[config.mk]
export PLATFORM = sky130hd
export DESIGN_NAME = life_event_arbiter
export DESIGN_NICKNAME = d
export VERILOG_FILES = /design/src/rtl/life_event_arbiter.sv
export SDC_FILE = /design/constraint.sdc
export NUM_CORES = 1
export LEC_CHECK = 0
export ABC_AREA = 1
export CAP_MARGIN = 15
export CORE_AREA = 2 2 78 43
export DETAILED_ROUTE_END_ITERATION = 8
export DIE_AREA = 0 0 80 45
export GPL_ROUTABILITY_DRIVEN = 0
export GPL_TIMING_DRIVEN = 0
export PLACE_DENSITY = 0.76
export SYNTH_ARGS = -nofsm -noshare
export SYNTH_HDL_FRONTEND = slang
export SYNTH_SLANG_ARGS = --single-unit
export TNS_END_PERCENT = 10
[constraint.sdc]
create_clock -name frame_clk -period 2.2 [get_ports frame_clk]
set_input_delay 0.66 -clock frame_clk [delete_from_list [all_inputs] [get_ports frame_clk]]
set_output_delay 0.66 -clock frame_clk [all_outputs]
set_load 0.01 [all_outputs]
[src/rtl/life_event_arbiter.sv]
// life_event_arbiter: serializes tank hit/heal requests onto one valid/ready stream.
// Heal path is compiled in only when HEAL_EVENTS_EN is defined.
module life_event_arbiter #(
  parameter int COOLDOWN_FRAMES = 30,
  parameter int CW = $clog2(COOLDOWN_FRAMES + 1)
) (
  input  logic       frame_clk,
  input  logic       Reset,
  input  logic       game_active,
  input  logic       shot_hit1,
  input  logic       shot_hit2,
  input  logic       pickup1,
  input  logic       pickup2,
  output logic       ev_valid,
  input  logic       ev_ready,
  output logic       ev_tank,
  output logic       ev_kind,
  output logic [3:0] pending,
  output logic       invuln1,
  output logic       invuln2,
  output logic [7:0] dropped_cnt
);

  localparam int CNT_W = (CW > 0) ? CW : 1;
  localparam logic [CNT_W-1:0] CD_LOAD = CNT_W'(COOLDOWN_FRAMES);
  localparam logic [CNT_W-1:0] CD_ONE  = CNT_W'(1);

  typedef enum logic {IDLE, OFFER} state_t;

  state_t           state;
  logic [1:0]       dmg;
  logic [1:0]       heal;
  logic             rr;
  logic [CNT_W-1:0] cd1;
  logic [CNT_W-1:0] cd2;

  logic       accept;
  logic       acc_dmg1;
  logic       acc_dmg2;
  logic       drop1;
  logic       drop2;
  logic [1:0] dmg_nxt;
  logic       sel_kind;
  logic       sel_tank;
  logic [1:0] pool;
  logic [8:0] drop_sum;

  assign invuln1 = |cd1;
  assign invuln2 = |cd2;
  assign pending = {heal, dmg};

  // A flush in OFFER withdraws the event; it never counts as an accept
  assign accept   = (state == OFFER) && ev_valid
                    && ev_ready && game_active;
  assign acc_dmg1 = accept && !ev_kind && !ev_tank;
  assign acc_dmg2 = accept && !ev_kind && ev_tank;

  assign drop1 = game_active && shot_hit1
                 && (invuln1 || acc_dmg1);
  assign drop2 = game_active && shot_hit2
                 && (invuln2 || acc_dmg2);

  assign dmg_nxt[0] = game_active
                      && ((dmg[0] && !acc_dmg1)
                      || (shot_hit1 && !drop1));
  assign dmg_nxt[1] = game_active
                      && ((dmg[1] && !acc_dmg2)
                      || (shot_hit2 && !drop2));

  assign drop_sum = {1'b0, dropped_cnt}
                    + 9'(drop1) + 9'(drop2);

  // Damage outranks heal; rr breaks ties between tanks
  assign sel_kind = ~|dmg;
  assign pool     = sel_kind ? heal : dmg;
  assign sel_tank = (&pool) ? rr : pool[1];

`ifdef HEAL_EVENTS_EN
  logic [1:0] heal_q;
  logic       acc_heal1;
  logic       acc_heal2;

  assign acc_heal1 = accept && ev_kind && !ev_tank;
  assign acc_heal2 = accept && ev_kind && ev_tank;

  always_ff @(posedge frame_clk or posedge Reset) begin
    if (Reset) begin
      heal_q <= 2'b00;
    end else begin
      heal_q[0] <= game_active
                   && ((heal_q[0] && !acc_heal1) || pickup1);
      heal_q[1] <= game_active
                   && ((heal_q[1] && !acc_heal2) || pickup2);
    end
  end

  assign heal = heal_q;
`else
  logic unused_pickups;
  assign unused_pickups = pickup1 | pickup2;
  assign heal = 2'b00;
`endif

  always_ff @(posedge frame_clk or posedge Reset) begin
    if (Reset) begin
      state       <= IDLE;
      dmg         <= 2'b00;
      rr          <= 1'b0;
      cd1         <= '0;
      cd2         <= '0;
      ev_valid    <= 1'b0;
      ev_tank     <= 1'b0;
      ev_kind     <= 1'b0;
      dropped_cnt <= 8'd0;
    end else begin
      dmg         <= dmg_nxt;
      dropped_cnt <= drop_sum[8] ? 8'hFF : drop_sum[7:0];

      if (acc_dmg1)     cd1 <= CD_LOAD;
      else if (invuln1) cd1 <= cd1 - CD_ONE;

      if (acc_dmg2)     cd2 <= CD_LOAD;
      else if (invuln2) cd2 <= cd2 - CD_ONE;

      unique case (state)
        IDLE: begin
          if (game_active && (|pending)) begin
            state    <= OFFER;
            ev_valid <= 1'b1;
            ev_tank  <= sel_tank;
            ev_kind  <= sel_kind;
          end
        end
        OFFER: begin
          if (!game_active) begin
            state    <= IDLE;
            ev_valid <= 1'b0;
          end else if (ev_ready) begin
            state    <= IDLE;
            ev_valid <= 1'b0;
            rr       <= ~ev_tank;
          end
        end
      endcase
    end
  end

endmodule

# [Yosys cells after proc, flatten, opt, wreduce, memory -nomap -nowiden]
# Cells that the tools add are included.
# W data, S select, Z words.
[classes] mux=15 n_reduce_logical=37 eq_ne=2 add_sub_neg=4 n_bitwise=2
[ops] operator="$mux W5" n=4
[ops] operator="$logic_and A1 B1 Y1" n=17
[ops] operator="$reduce_or A5 Y1" n=2
[ops] operator="$sub A5 B1 Y5 const B" n=2
[ops] operator="$add A8 B1 Y9" n=1
[ops] operator="$add A9 B1 Y9" n=1
[ops] operator="$mux W8" n=1
[ops] operator="$logic_not A1 Y1" n=7
[ops] operator="$mux W1" n=7
[ops] operator="$reduce_and A2 Y1" n=3
[ops] operator="$logic_or A1 B1 Y1" n=4
[ops] operator="$pmux W1 S2" n=2
[ops] operator="$reduce_bool A2 Y1" n=2
[ops] operator="$ne A3 B3 Y1 const B" n=1
[ops] operator="$reduce_and A3 Y1" n=1
[ops] operator="$mux W2" n=1
[ops] operator="$ne A2 B2 Y1 const B" n=1
[ops] operator="$not A1 Y1" n=2
[ops] operator="$reduce_or A2 Y1" n=1
[word_totals] output_inout_bits=17 wordCells=69 reg_bits=25 inputBits=8

# [Longest topological paths before layout]
[depth] word_depth=11 ltp_mapped=14 depth_no_buf=14

# [Least setup slack after synthesis]
# Ideal clock, no wire load.
[synth_path] path_kind="input -> register" start="input game_active" end="register dropped_cnt[2]" t_required_ns=2.117 t_arrival_ns=2.174 path_stages=13 slack_ns=-0.056 setup_time_ns=0.083 path_cell_list="buf_6 nand2_4 nor2_8 nand3_4 nand2_1 nand2_1 fa_1 inv_1 ha_1 nand2_1 nor2_1 nand2_1 o21ai_0"
[synth_via] elab_chain_len=8
[synth_rtl] element="start, declared" line="9" source="input logic game_active,"
[synth_rtl] element="$logic_and A1 B1 Y1" line="54" source="&& ev_ready && game_active;"
[synth_rtl] element="$logic_and A1 B1 Y1" line="55, 56"
[synth_rtl] element="$logic_and A1 B1 Y1" line="55" source="assign acc_dmg1 = accept && !ev_kind && !ev_tank;"
[synth_rtl] element="$logic_or A1 B1 Y1" line="59" source="&& (invuln1 || acc_dmg1);"
[synth_rtl] element="$logic_and A1 B1 Y1" line="59"
[synth_rtl] element="$add A8 B1 Y9" line="71" source="+ 9'(drop1) + 9'(drop2);"
[synth_rtl] element="$add A9 B1 Y9 *" line="71"
[synth_rtl] element="$mux W8 *" line="117" source="dropped_cnt <= drop_sum[8] ? 8'hFF : drop_sum[7:0];"
[synth_rtl] element="end signal, assigned" line="117"
[synth_rtl] element="end, declared" line="21" source="output logic [7:0] dropped_cnt"
# Mark *: on every way between the ends. The rest lies on a longest branch, timed or not.
# A chain may end at the register's enable or synchronous reset.

# [Final worst setup path]
[layout_path] start="input shot_hit1" end="register dropped_cnt[4]"
[layout_via] elab_chain_len=5
[layout_rtl] element="start, declared" line="10" source="input logic shot_hit1,"
[layout_rtl] element="$logic_and A1 B1 Y1" line="58" source="assign drop1 = game_active && shot_hit1"
[layout_rtl] element="$logic_and A1 B1 Y1" line="59"
[layout_rtl] element="$add A8 B1 Y9" line="71"
[layout_rtl] element="$add A9 B1 Y9" line="71"
[layout_rtl] element="$mux W8" line="117"
# No other way between the ends.

==> impl_metrics.sql <==
INSERT INTO impl_metrics (metric_group, metric, value, unit) VALUES
('run_status', 'run_status', 'completed', ''),
('logic_synthesis', 'syn_inst', '180', ''),
('grt', 'via_count_of_the_first_global_routing_pass', '1160', ''),
('logic_synthesis', 'ys_top_cells_by_area', 'sky130_fd_sc_hd__dfrtp_1 44%, sky130_fd_sc_hd__nand2_1 14%, sky130_fd_sc_hd__inv_1 8.2%, sky130_fd_sc_hd__nand3_1 6.3%, sky130_fd_sc_hd__ha_1 4.4%', ''),
('sta', 'fin_worst_hold_slack', '0.501', 'ns'),
('grt', 'groute.usage.overall', '18.4', '%'),
('sta', 'min_period_over_period', '96.6', '%'),
('clocking', 'tritoncts.num_buffers', '3', ''),
('logic_synthesis', 'number_of_synthesized_flops_with_an_enable_pin', '0', ''),
('power_and_ir_drop', 'leakage', '0.925', 'nW'),
('logic_synthesis', 'synth.ff_latch_count', '25', ''),
('clocking', 'tritoncts', 'done', ''),
('logic_synthesis', 'asyncSetResetFlopFracSynth', '100', '%'),
('final_layout', 'final.fill_count', '254', ''),
('worst_hold_path', 'timing.hold.worst.start', 'rr$_DFFE_PP0P_', ''),
('floorplanning', 'die_area', '3600', 'um2'),
('setup_path', 'cp-start-kind', 'input pin', ''),
('power_and_ir_drop', 'totalPowerFinal', '2.12', 'mW'),
('clocking', 'worstSkewPairLatency', '0.27', 'ns'),
('final_layout', 'multi_input_comb_area', '718', 'um2'),
('sta', 'finalSetupViolCount', '0', ''),
('clocking', 'clkSinkCount', '25', ''),
('floorplanning', 'floorplan.die.height', '45', 'um'),
('sta', 'postLayoutSetupSlackWorst', '0.0749', 'ns'),
('logic_synthesis', 'synthDominantCellAreaShare', '43.8', '%'),
('placement', 'preCtsSetupSlack', '-0.626', 'ns'),
('detailed_routing', 'routedWlPerCell', '11.9', 'um'),
('detailed_routing', 'drc', '0', ''),
('detailed_routing', 'vias', '1202', ''),
('sta', 'drv_slew', '0', ''),
('sta', 'timing.clock.skew', '0.00523', 'ns'),
('grt', 'grt_overflow', '0', ''),
('clocking', 'clock_tree.root_cell', 'sky130_fd_sc_hd__clkbuf_8', ''),
('final_layout', 'areaGrowthSynthToFinish', '25.4', '%'),
('clocking', 'clockBufferDepth', '2', ''),
('final_layout', 'drive_gt1_share', '17.4', '%'),
('grt', 'grt_first_pass_wirelength', '5060', 'um'),
('placement', 'post_dp_cell_area', '1680', 'um2'),
('logic_synthesis', 'yosysTopAreaCell', 'sky130_fd_sc_hd__dfrtp_1', ''),
('setup_path', 'required', '2.41', 'ns'),
('worst_hold_path', 'min-delay-path-class', 'flip-flop to flip-flop', ''),
('sta', 'timing_hold_violations_final', '0', ''),
('sta', 'maxClockFrequency', '471', 'MHz'),
('sta', 'worst_slew_pin_slew', '0.949', 'ns'),
('floorplanning', 'core_area', '2870', 'um2'),
('final_layout', 'end_of_flow_core_utilization', '62.3', '%'),
('power_and_ir_drop', 'power_per_cell_area', '1180', 'nW/um2'),
('setup_path', 'regToRegStartpoint', 'cd1[0]$_DFFE_PP0N_', ''),
('grt', 'antenna_found_initial', '0', ''),
('floorplanning', 'io_pins', '25', ''),
('final_layout', 'area.sequential', '626', 'um2'),
('detailed_routing', 'routed_wl', '2940', 'um'),
('sta', 'fin_crit', '2.13', 'ns'),
('setup_path', 'worst_setup_path_end_kind', 'flip-flop', ''),
('logic_synthesis', 'syn-mean-instance-area', '7.93', 'um2'),
('final_layout', 'diodes', '0', ''),
('detailed_routing', 'detail_route.vias_per_cell', '4.87', ''),
('detailed_routing', 'detail_route.iter0.violations', '63', ''),
('floorplanning', 'row_count', '14', ''),
('placement', 'hpwl_after_dpl', '2160', 'um'),
('sta', 'slew-limit-headroom', '36.7', '%'),
('placement', 'io_buffers', '19', ''),
('setup_path', 'critPathKind', 'input pin to flip-flop', ''),
('flow_run', 'timing.max_cap.violations', '0', ''),
('logic_synthesis', 'synthesis.yosys.warnings', '0', ''),
('detailed_routing', 'route.antenna.remaining_nets', '0', ''),
('floorplanning', 'floorplan.initialDensity', '49.7', '%'),
('final_layout', 'num-nets-final', '222', ''),
('final_layout', 'stdcell_count', '247', ''),
('detailed_routing', 'drt-pass1-iter-count', '4', ''),
('setup_path', 'cp_data_arrival_time', '2.34', 'ns');
-- flip-flops by register name (all words and copies together), names as in the netlist --
signal and count:
cd1 5, cd2 5, dmg 2, dropped_cnt 8, ev_kind 1, ev_tank 1
ev_valid 1, rr 1, state 1
-- per-layer routing --
metal	share of wire, %	up-vias	GRT usage [%]	wire length, um
li1	-	611	-	-
met1	49	556	25.6	1430
met2	46	35	30.0	1360
met3	5.0	0	4.80	146
met4	0	0	3.39	0
met5	0	-	0	0
-- layout by cell type, fill, tap and decap left out --
cell type	count
sky130_fd_sc_hd__dfrtp_1	25
sky130_fd_sc_hd__clkdlybuf4s50_1	16
sky130_fd_sc_hd__nand3_1	17
sky130_fd_sc_hd__ha_1	3
sky130_fd_sc_hd__ha_4	1
sky130_fd_sc_hd__ha_2	1
sky130_fd_sc_hd__inv_2	5
sky130_fd_sc_hd__conb_1	2
sky130_fd_sc_hd__o21ai_1	3
sky130_fd_sc_hd__clkbuf_2	1
sky130_fd_sc_hd__o21ai_0	6
sky130_fd_sc_hd__nand2_1	50
sky130_fd_sc_hd__o211ai_1	1
sky130_fd_sc_hd__nand3_4	2
sky130_fd_sc_hd__nand3b_1	2
sky130_fd_sc_hd__nor2_4	2
sky130_fd_sc_hd__xnor2_1	2
sky130_fd_sc_hd__buf_4	5
sky130_fd_sc_hd__clkbuf_8	3
sky130_fd_sc_hd__clkinvlp_4	1
sky130_fd_sc_hd__nor2_1	11
sky130_fd_sc_hd__nand3_2	4
sky130_fd_sc_hd__buf_6	1
sky130_fd_sc_hd__a21oi_1	2
sky130_fd_sc_hd__nor2_8	1
sky130_fd_sc_hd__o22ai_1	1
sky130_fd_sc_hd__nand4_1	2
sky130_fd_sc_hd__nand2_4	3
sky130_fd_sc_hd__inv_1	26
sky130_fd_sc_hd__nor2_2	4
sky130_fd_sc_hd__dlygate4sd2_1	2
sky130_fd_sc_hd__fa_2	1
sky130_fd_sc_hd__nand2_2	1
-- logic make-up after synthesis --
family	count (synthesis)	synth area share (%)
buffers and inverters	34	9.99
adders and majority gates	6	5.78
DFF	25	43.8
other	1	0.263
xor gates and xnor gates	2	1.23
and+or+nand+nor	99	34.1
AOI/OAI and AO/OA	13	4.82
-- power breakdown --
group / internal, mW / total [mW] / leakage (nW) / switching (mW)
clock network: 0.128 / 0.280 / 0.0217 / 0.152
registers: 0.651 / 0.839 / 0.312 / 0.188
logic: 0.440 / 0.997 / 0.591 / 0.558
-- timing repair --
item | CTS | global route
setup buffers | 2 | 1
pin swaps | 3 | 3
gates resized for setup | 7 | 16
endpoints found under the setup margin | 10 | 9
-- worst max-delay path, cell delays in order --
cell                              delay, ns
sky130_fd_sc_hd__clkdlybuf4s50_1       0.47
sky130_fd_sc_hd__nand2_1               0.05
sky130_fd_sc_hd__inv_1                 0.08
sky130_fd_sc_hd__nand2_2               0.07
sky130_fd_sc_hd__fa_2                  0.37
sky130_fd_sc_hd__inv_2                 0.08
sky130_fd_sc_hd__ha_4                  0.14
sky130_fd_sc_hd__nand2_4               0.06
sky130_fd_sc_hd__nor2_4                0.12
sky130_fd_sc_hd__buf_4                 0.12
sky130_fd_sc_hd__nand2_1               0.04
sky130_fd_sc_hd__nand3_1               0.06
-- worst paths after layout --
path | end | slack, ns | cells past startpoint
hold reg to reg | rr$_DFFE_PP0P_ | 0.50 | 2
max in group asynchronous | cd2[1]$_DFFE_PP0N_ | 0.72 | 2
setup reg to reg | dropped_cnt[4]$_DFF_PP0_ | 0.14 | 14
setup / recovery | dropped_cnt[4]$_DFF_PP0_ | 0.07 | 12
hold / removal | rr$_DFFE_PP0P_ | 0.50 | 2
min in group asynchronous | cd1[4]$_DFFE_PP0N_ | 0.89 | 2
-- area by class of cell --
type	count	area share, %
Multi-Input combinational cell	122	40.1
Clock inverter	1	0.419
Clock buffer	3	2.31
Timing Repair Buffer	22	11.5
Tap cell	40	2.80
Sequential cell	25	34.9
Buffer	3	1.47
Inverter	31	6.50
Note: power is estimated with default switching activity, not from simulation.
